`src/rtl/regfile_if.sv`:
```
// Register-file access bundle: one write port, two combinational read ports.
//   master : drives write/read requests, receives ReadData1/ReadData2
//   slave  : the register file itself
interface regfile_if #(
  parameter int WIDTH = 64
);
  logic             RegWrite;
  logic [4:0]       WriteRegister;
  logic [WIDTH-1:0] WriteData;
  logic [4:0]       ReadRegister1;
  logic [4:0]       ReadRegister2;
  logic [WIDTH-1:0] ReadData1;
  logic [WIDTH-1:0] ReadData2;

  modport master (
    output RegWrite, WriteRegister, WriteData, ReadRegister1, ReadRegister2,
    input  ReadData1, ReadData2
  );

  modport slave (
    input  RegWrite, WriteRegister, WriteData, ReadRegister1, ReadRegister2,
    output ReadData1, ReadData2
  );
endinterface

```
`src/rtl/regfile_32x64.sv`:
```
// 32-entry register file: X0..X30 stored, index 31 is XZR (always reads 0).
// One write port (one-hot decoded, enable-muxed flops), two combinational
// read ports with optional same-cycle write forwarding (BYPASS).
//   clk     : rising-edge clock for all register state
//   reset_n : async active-low clear of X0..X30; blocks writes and forwarding
//   bus     : regfile_if slave (write port + two read ports)

// One storage element: D flop with a hold mux, async clear.
module regfile_32x64_cell #(
  parameter int WIDTH = 64
) (
  input  logic             clk,
  input  logic             reset_n,
  input  logic             en,
  input  logic [WIDTH-1:0] d,
  output logic [WIDTH-1:0] q
);
  always_ff @(posedge clk or negedge reset_n) begin
    if (!reset_n)  q <= '0;
    else if (en)   q <= d;
  end
endmodule

module regfile_32x64 #(
  parameter int WIDTH  = 64,
  parameter int BYPASS = 1
) (
  input  logic       clk,
  input  logic       reset_n,
  regfile_if.slave   bus
);
  localparam bit BYP = (BYPASS != 0);

  // Writes (and forwarding of write data) are suppressed while reset is held,
  // so every read port shows 0 for the whole reset window.
  logic                        wr_en;
  logic [30:0]                 wr_sel;
  logic [31:0][WIDTH-1:0]      regs;
  logic                        byp1, byp2;

  assign wr_en = bus.RegWrite & reset_n;

  // 5-to-32 one-hot decode; entry 31 has no storage so it is never decoded.
  always_comb begin
    wr_sel = '0;
    for (int i = 0; i < 31; i++)
      wr_sel[i] = wr_en && (bus.WriteRegister == 5'(i));
  end

  for (genvar i = 0; i < 31; i++) begin : g_reg
    regfile_32x64_cell #(.WIDTH(WIDTH)) u_cell (
      .clk     (clk),
      .reset_n (reset_n),
      .en      (wr_sel[i]),
      .d       (bus.WriteData),
      .q       (regs[i])
    );
  end

  assign regs[31] = '0;

  // Forward only real writes; a write to XZR must not leak onto a port reading 31.
  assign byp1 = BYP && wr_en && (bus.WriteRegister != 5'd31) &&
                (bus.ReadRegister1 == bus.WriteRegister);
  assign byp2 = BYP && wr_en && (bus.WriteRegister != 5'd31) &&
                (bus.ReadRegister2 == bus.WriteRegister);

  assign bus.ReadData1 = byp1 ? bus.WriteData : regs[bus.ReadRegister1];
  assign bus.ReadData2 = byp2 ? bus.WriteData : regs[bus.ReadRegister2];
endmodule

```
`src/flat_wrapper.sv`:
```
// flat-port wrapper written by rule: the top's interface ports become plain ports
module regfile_32x64_flat 
#(
  parameter int WIDTH  = 64,
  parameter int BYPASS = 1
)
  (clk, reset_n, bus_RegWrite, bus_WriteRegister, bus_WriteData, bus_ReadRegister1, bus_ReadRegister2, bus_ReadData1, bus_ReadData2);
  regfile_if #(.WIDTH(WIDTH)) bus_i ();
  input  logic clk;
  input  logic reset_n;
  input wire logic [$bits(bus_i.RegWrite)-1:0] bus_RegWrite;
  input wire logic [$bits(bus_i.WriteRegister)-1:0] bus_WriteRegister;
  input wire logic [$bits(bus_i.WriteData)-1:0] bus_WriteData;
  input wire logic [$bits(bus_i.ReadRegister1)-1:0] bus_ReadRegister1;
  input wire logic [$bits(bus_i.ReadRegister2)-1:0] bus_ReadRegister2;
  output wire logic [$bits(bus_i.ReadData1)-1:0] bus_ReadData1;
  output wire logic [$bits(bus_i.ReadData2)-1:0] bus_ReadData2;
  assign bus_i.RegWrite = bus_RegWrite;
  assign bus_i.WriteRegister = bus_WriteRegister;
  assign bus_i.WriteData = bus_WriteData;
  assign bus_i.ReadRegister1 = bus_ReadRegister1;
  assign bus_i.ReadRegister2 = bus_ReadRegister2;
  assign bus_ReadData1 = bus_i.ReadData1;
  assign bus_ReadData2 = bus_i.ReadData2;
  regfile_32x64 #(.WIDTH(WIDTH), .BYPASS(BYPASS)) u_core (.clk(clk), .reset_n(reset_n), .bus(bus_i));
endmodule
```
`config.mk`:
```
export PLATFORM = sky130hd
export DESIGN_NAME = regfile_32x64_flat
export DESIGN_NICKNAME = d
export VERILOG_FILES = /design/src/rtl/regfile_if.sv /design/src/rtl/regfile_32x64.sv /design/src/flat_wrapper.sv
export SDC_FILE = /design/constraint.sdc
export NUM_CORES = 2
export LEC_CHECK = 0
export CAP_MARGIN = 15
export CORE_UTILIZATION = 35
export CTS_BUF_LIST = sky130_fd_sc_hd__clkbuf_4 sky130_fd_sc_hd__clkbuf_8
export CTS_CLUSTER_SIZE = 12
export DETAILED_ROUTE_END_ITERATION = 10
export GPL_TIMING_DRIVEN = 0
export PLACE_DENSITY_LB_ADDON = 0.15
export SETUP_SLACK_MARGIN = 0.05
export SLEW_MARGIN = 20
export SYNTH_ARGS = -nofsm -noshare
export SYNTH_HDL_FRONTEND = slang
export SYNTH_HIERARCHICAL = 1
export SYNTH_SLANG_ARGS = --single-unit
```
`constraint.sdc`:
```
create_clock -name clk -period 5.55 [get_ports clk]
set_input_delay 0.8325 -clock clk [delete_from_list [all_inputs] [get_ports clk]]
set_output_delay 0.8325 -clock clk [all_outputs]
set_load 0.1 [all_outputs]
```
Word level (Yosys, flattened, before mapping) --
Index checks and enable logic that the tools add are counted.
Storage, ports and cells: flip-flop bits (word level) 1984
Operators by class: order comparisons 2, equal/unequal tests 33, multiplexer cells 6, bitwise logic cells 1, reduce and logical (&&, ||, !) cells 35
Operators by type and width (number):
- $bmux W64 S5 | 2
- $mux W64 | 4
- $eq A5 B5 Y1 const B | 15
- $eq A5 B4 Y1 const B | 8
- $logic_and A1 B1 Y1 | 34
- $eq A5 B3 Y1 const B | 4
- $lt A5 B6 Y1 const B | 2
- $eq A5 B2 Y1 const B | 2
- $eq A5 B5 Y1 | 2
- $eq A5 B1 Y1 const B | 1
- $logic_not A5 Y1 | 1
- $ne A5 B5 Y1 const B | 1
- $and A1 B1 Y1 | 1

Depth between registers and ports, before layout --
depth after elaboration 4, mapped depth 10, mapped depth without buffers 5

By module --
The synthesis kept the hierarchy.
Modules (own cells, without submodules):
- regfile_32x64_cell | instances 31, cells each 135, area an instance 2678.8 um^2
- regfile_32x64 | instances 1, cells each 3010, area an instance 32142.1 um^2

Worst setup path after synthesis --
No wires, ideal clock.
path kind input to output, from input bus_ReadRegister2[0], to output bus_ReadData2[62], data arrival time 4.197 ns, required time 4.718 ns, path slack 0.520 ns, stages 9, buffers on the path 4, cells stage by stage buf_4 > buf_4 > buf_4 > inv_2 > clkbuf_1 > a221oi_1 > nor3_1 > o21ai_0 > o21ai_0
On the way: word-level cells in the longest chain between the ends 3, elaborated cells on any way between the ends 5, classes of those cells 1 x eq/ne; 3 x mux; 1 x reduce/logical
RTL lines:
- start: declaration | line flat_wrapper.sv:15 | input wire logic [$bits(bus_i.ReadRegister2)-1:0] bus_ReadRegister2;
- $bmux W64 S5 or $eq A5 B5 Y1 (tied branches) | line regfile_32x64.sv:69, regfile_32x64.sv:66
- $mux W64 (not written as such) or $logic_and A1 B1 Y1 (tied branches) | line regfile_32x64.sv:69, regfile_32x64.sv:65
- $mux W64 (*) | line regfile_32x64.sv:69 | assign bus.ReadData2 = byp2 ? bus.WriteData : regs[bus.ReadRegister2];
- end: declaration | line flat_wrapper.sv:17 | output wire logic [$bits(bus_i.ReadData2)-1:0] bus_ReadData2;
Every way passes the cells marked *; elsewhere a longest branch is shown, timed or not. The select of a mux whose other input is x is not followed.

Worst setup path after layout --
from input bus_ReadRegister1[1], to output bus_ReadData1[41]
On the way: word-level cells in the longest chain between the ends 3, elaborated cells on any way between the ends 5, classes of those cells 1 x eq/ne; 3 x mux; 1 x reduce/logical
RTL lines:
- start: declaration | line flat_wrapper.sv:14 | input wire logic [$bits(bus_i.ReadRegister1)-1:0] bus_ReadRegister1;
- $bmux W64 S5 or $eq A5 B5 Y1 (tied branches) | line regfile_32x64.sv:68, regfile_32x64.sv:64
- $mux W64 (not written as such) or $logic_and A1 B1 Y1 (tied branches) | line regfile_32x64.sv:68, regfile_32x64.sv:63
- $mux W64 (*) | line regfile_32x64.sv:68 | assign bus.ReadData1 = byp1 ? bus.WriteData : regs[bus.ReadRegister1];
- end: declaration | line flat_wrapper.sv:16 | output wire logic [$bits(bus_i.ReadData1)-1:0] bus_ReadData1;
Marked as above.

==> results.py <==
metrics = {
    "status": {
        "status": "finished, violations left",
        "violations": "setup timing",
    },
    "floorplan": {
        "start_util": 0.352,
        "chipHeight_um": 576,
        "io_pins": 210,
        "dieArea_mm2": 0.331,
        "num_rows": 210,
        "die_width_um": 576,
        "core_area_mm2": 0.327,
    },
    "timing": {
        "post-route-min-period_ns": 5.61,
        "rsz0062_at_grt": "no",
        "hold_viol": 0,
        "fin_ws_ns": -0.0649,
        "slew_violations": 0,
        "skew_ns": 0,
        "period_share": 1.01,
        "setup_violations": 9,
        "slew_headroom": 0.194,
        "worst_slew_pin_slew_ns": 1.21,
        "hold_slack_ns": 0.0454,
        "fmaxAchievable_ghz": 0.178,
        "setup_tns_ns": -0.323,
    },
    "setup_path": {
        "r2r_end": "u_core/g_reg[29].u_cell/q[32]$_DFFE_PN0P_",
        "cp-endpoint": "bus_ReadData1[41]",
        "crit_path_max_fanout": 10,
        "reg2reg_depth": 1,
        "worstPathArrival_ns": 4.78,
        "r2r-start": "u_core/g_reg[29].u_cell/q[32]$_DFFE_PN0P_",
        "start_kind": "input port",
        "required_ns": 4.72,
        "critical_path_class": "input port to primary output",
        "worstSetupEndpointType": "primary output",
        "r2r_slack_ns": 4.52,
        "critPathLaunch": "bus_ReadRegister1[1]",
    },
    "cells_and_area": {
        "reg_top3": "u_core/g.u_cell/q (1984)",
        "drive_gt1_frac": 0.533,
        "area_delta_synth_final_pct": 14.7,
        "fin_area_mm2": 0.132,
        "top_register": "u_core/g.u_cell/q",
        "final_nets": 7922,
        "num-fill-cells": 30000,
        "largest_register_ff_count": 1984,
        "final_util": 0.404,
    },
    "clock_tree": {
        "cts_sinks": 1984,
        "cts_tree": "built",
        "path_clk_slew_ns": 0.06,
        "clock-root-buffer": "clkbuf_8",
        "max-clock-path-buffers": 4,
        "clk_latency_ns": 1.09,
        "h-tree-depth": 5,
        "cts_buffers": 369,
    },
    "global_routing": {
        "grt_use_total": 0.271,
        "grt_max_degree": 132,
        "grt_overflow_total": 0,
        "grt_pass1_vias": 76300,
        "antenna_found_initial": 47,
        "grt_pass1_wl_mm": 632,
    },
    "logic_synthesis": {
        "async_reset_ff_frac": 1.00,
        "synth_warnings": 6,
        "synth_compound_area_frac": 0.0498,
        "ys_top_cells_by_area": "dfrtp_1, mux2_4, mux4_2, buf_12, mux2_2",
        "synth_seq_cells": 1984,
        "synth_simple_gate_area_frac": 0.0252,
        "synth_edf_count": 0,
        "syn_nets": 7277,
        "synthMuxAreaShare": 0.440,
        "synth_adder_area_share": 0,
        "synth_top_family_by_area": "multiplexers",
        "ys_seq_area_frac": 0.431,
        "synth-xor-area-share": 0.000760,
        "synth.distinct_cells": 43,
        "synthCells": 7195,
        "synthFlopType": "dfrtp_1",
        "synth.top_cell.area_share": 0.431,
        "synth_area_leader_cell": "dfrtp_1",
        "avgSynthCellArea_um2": 16.0,
        "syn_area_mm2": 0.115,
    },
    "placed_design": {
        "hpwlAfterDp_mm": 303,
        "place_area_mm2": 0.124,
        "io_buffers": 203,
        "gp_congestion": 0.851,
    },
    "route": {
        "wl_per_cell_um": 36.3,
        "drc_errors": 0,
        "ant_nets": 0,
        "drtIter0Drc": 6819,
        "routed-via-count": 73500,
        "viasPerCell": 5.89,
        "drtPass1Iterations": 6,
        "wl_mm": 453,
    },
    "power_and_ir_drop": {
        "ir_drop_v": 0.000177,
        "p_leak_nw": 57.5,
        "p_per_area_mw_per_mm2": 322,
    },
    "flow_run": {
        "cap_violations": 0,
    },
    "worst_hold_path": {
        "hp-class": "input port to asynchronous set/reset pin",
    },
}
## cells by family (layout without fill, tap and decap cells)
group	Yosys count	after routing
flops	1984	1984
compound gates	848	848
simple gates	635	635
other cells	0	20
xor+xnor	10	10
buf+inv	644	1555
mux	3074	3074
## repair_timing
action | 4_1_cts | 5_1_grt
buffers inserted | 2 | 0
resized for setup | 1033 | 11
pin swaps | 0 | 2
hold buffers | 17 | 1
endpoints found under the hold margin | 216 | 22
cloned | 8 | 0
setup endpoints to repair | 128 | 13
## report_power, final
group	switching [mW]	total [mW]	internal, mW
Clock	6.84	15.4	8.58
Sequential	1.55	18.0	16.4
Combinational	4.35	9.20	4.85
Total	12.7	42.6	29.8
## cell usage after synthesis (all sizes together) (3+ instances only)
| master | instances |
|---|---|
| a21oi | 64 |
| a211oi | 64 |
| nor3 | 63 |
| mux2 | 2047 |
| buf | 424 |
| nor2b | 71 |
| nand3 | 53 |
| clkbuf | 217 |
| mux2i | 194 |
| nor2 | 166 |
| a22o | 64 |
| o22ai | 158 |
| xnor2 | 6 |
| o21ai | 205 |
| a311oi | 63 |
| dfrtp | 1984 |
| a221oi | 64 |
| mux4 | 833 |
| inv | 3 |
| or3 | 64 |
| nand2b | 8 |
| nand2 | 203 |
| a22oi | 96 |
| o211ai | 65 |
| xor2 | 4 |
## worst min path at each step
| stage | slack [ns] | cells after the start | endpoint |
|---|---|---|---|
| final | 0.05 | 4 | u_core/g_reg[10].u_cell/q[32]$_DFFE_PN0P_ |
| after global routing | 0.10 | 4 | u_core/g_reg[10].u_cell/q[32]$_DFFE_PN0P_ |
| after CTS | 0.04 | 4 | u_core/g_reg[7].u_cell/q[26]$_DFFE_PN0P_ |
| after detailed placement | 0.51 | 1 | u_core/g_reg[21].u_cell/q[39]$_DFFE_PN0P_ |
| after floorplan | 0.49 | 1 | u_core/g_reg[21].u_cell/q[0]$_DFFE_PN0P_ |
| after global placement | 0.50 | 1 | u_core/g_reg[14].u_cell/q[0]$_DFFE_PN0P_ |
## placed cells by master, fill, tap and decap left out, types with 8 or more instances in the layout
master and count:
bufbuf_16 8, mux2_4 1860, diode_2 20, nor2_1 162, a21oi_1 64, nand2_1 200, a211oi_1 63, o21ai_2 19
nor3_1 62, a22oi_1 96, dfrtp_1 1984, buf_4 137, mux2i_1 194, mux4_2 833, o21ai_0 117, buf_6 86
buf_2 186, nand3_1 53, buf_16 33, inv_8 8, clkbuf_4 150, a311oi_1 60, buf_1 9, inv_6 9
clkbuf_2 78, clkinv_2 15, clkbuf_1 126, a22o_1 64, or3_1 64, o22ai_1 158, o21ai_1 69, a221oi_1 64
nor2b_1 70, mux2_2 187, clkbuf_8 460, o211ai_1 65, buf_12 205
## critical path, cell delays in order
cell and delay, ns:
clkdlybuf4s50_1 0.73, buf_6 0.40, nand2b_1 0.16, clkbuf_2 0.52, clkbuf_4 0.56, o22ai_1 0.15, or3_1 0.46, o21ai_1 0.60
buf_6 0.32
## layout make-up
cell class,count,area (um2),share of cell area
inverters,3,13.8,0.000104
multi-input cells,4567,59600,0.451
clock buffers,593,7330,0.0555
plain buffers,641,6420,0.0486
clock inverters,44,482,0.00365
well taps,4346,5440,0.0411
flip-flops and latches,1984,49600,0.376
diodes,20,50.0,0.000379
repair buffers,274,3140,0.0237
## routing by layer
metal / up-vias / track usage / routed length, um
met3: 702 / 0.0580 / 33400
li1: 29300 / - / -
met1: 40200 / 0.377 / 197000
met4: 20 / 0.129 / 23500
met5: - / 0 / 400
met2: 3296 / 0.400 / 199000
## stage by stage
step                total power [mW]  std cells  setup WS (ns)
detailed placement              27.2      11800          -3.24
CTS                             42.9      12500        0.00386
finish                          42.6      12500        -0.0649
global route                    44.2      12500         0.0521
global placement                26.6      11700         -91.33
floorplan                       24.1       7195          0.520
No activity file was read; power rests on OpenSTA's default activity.
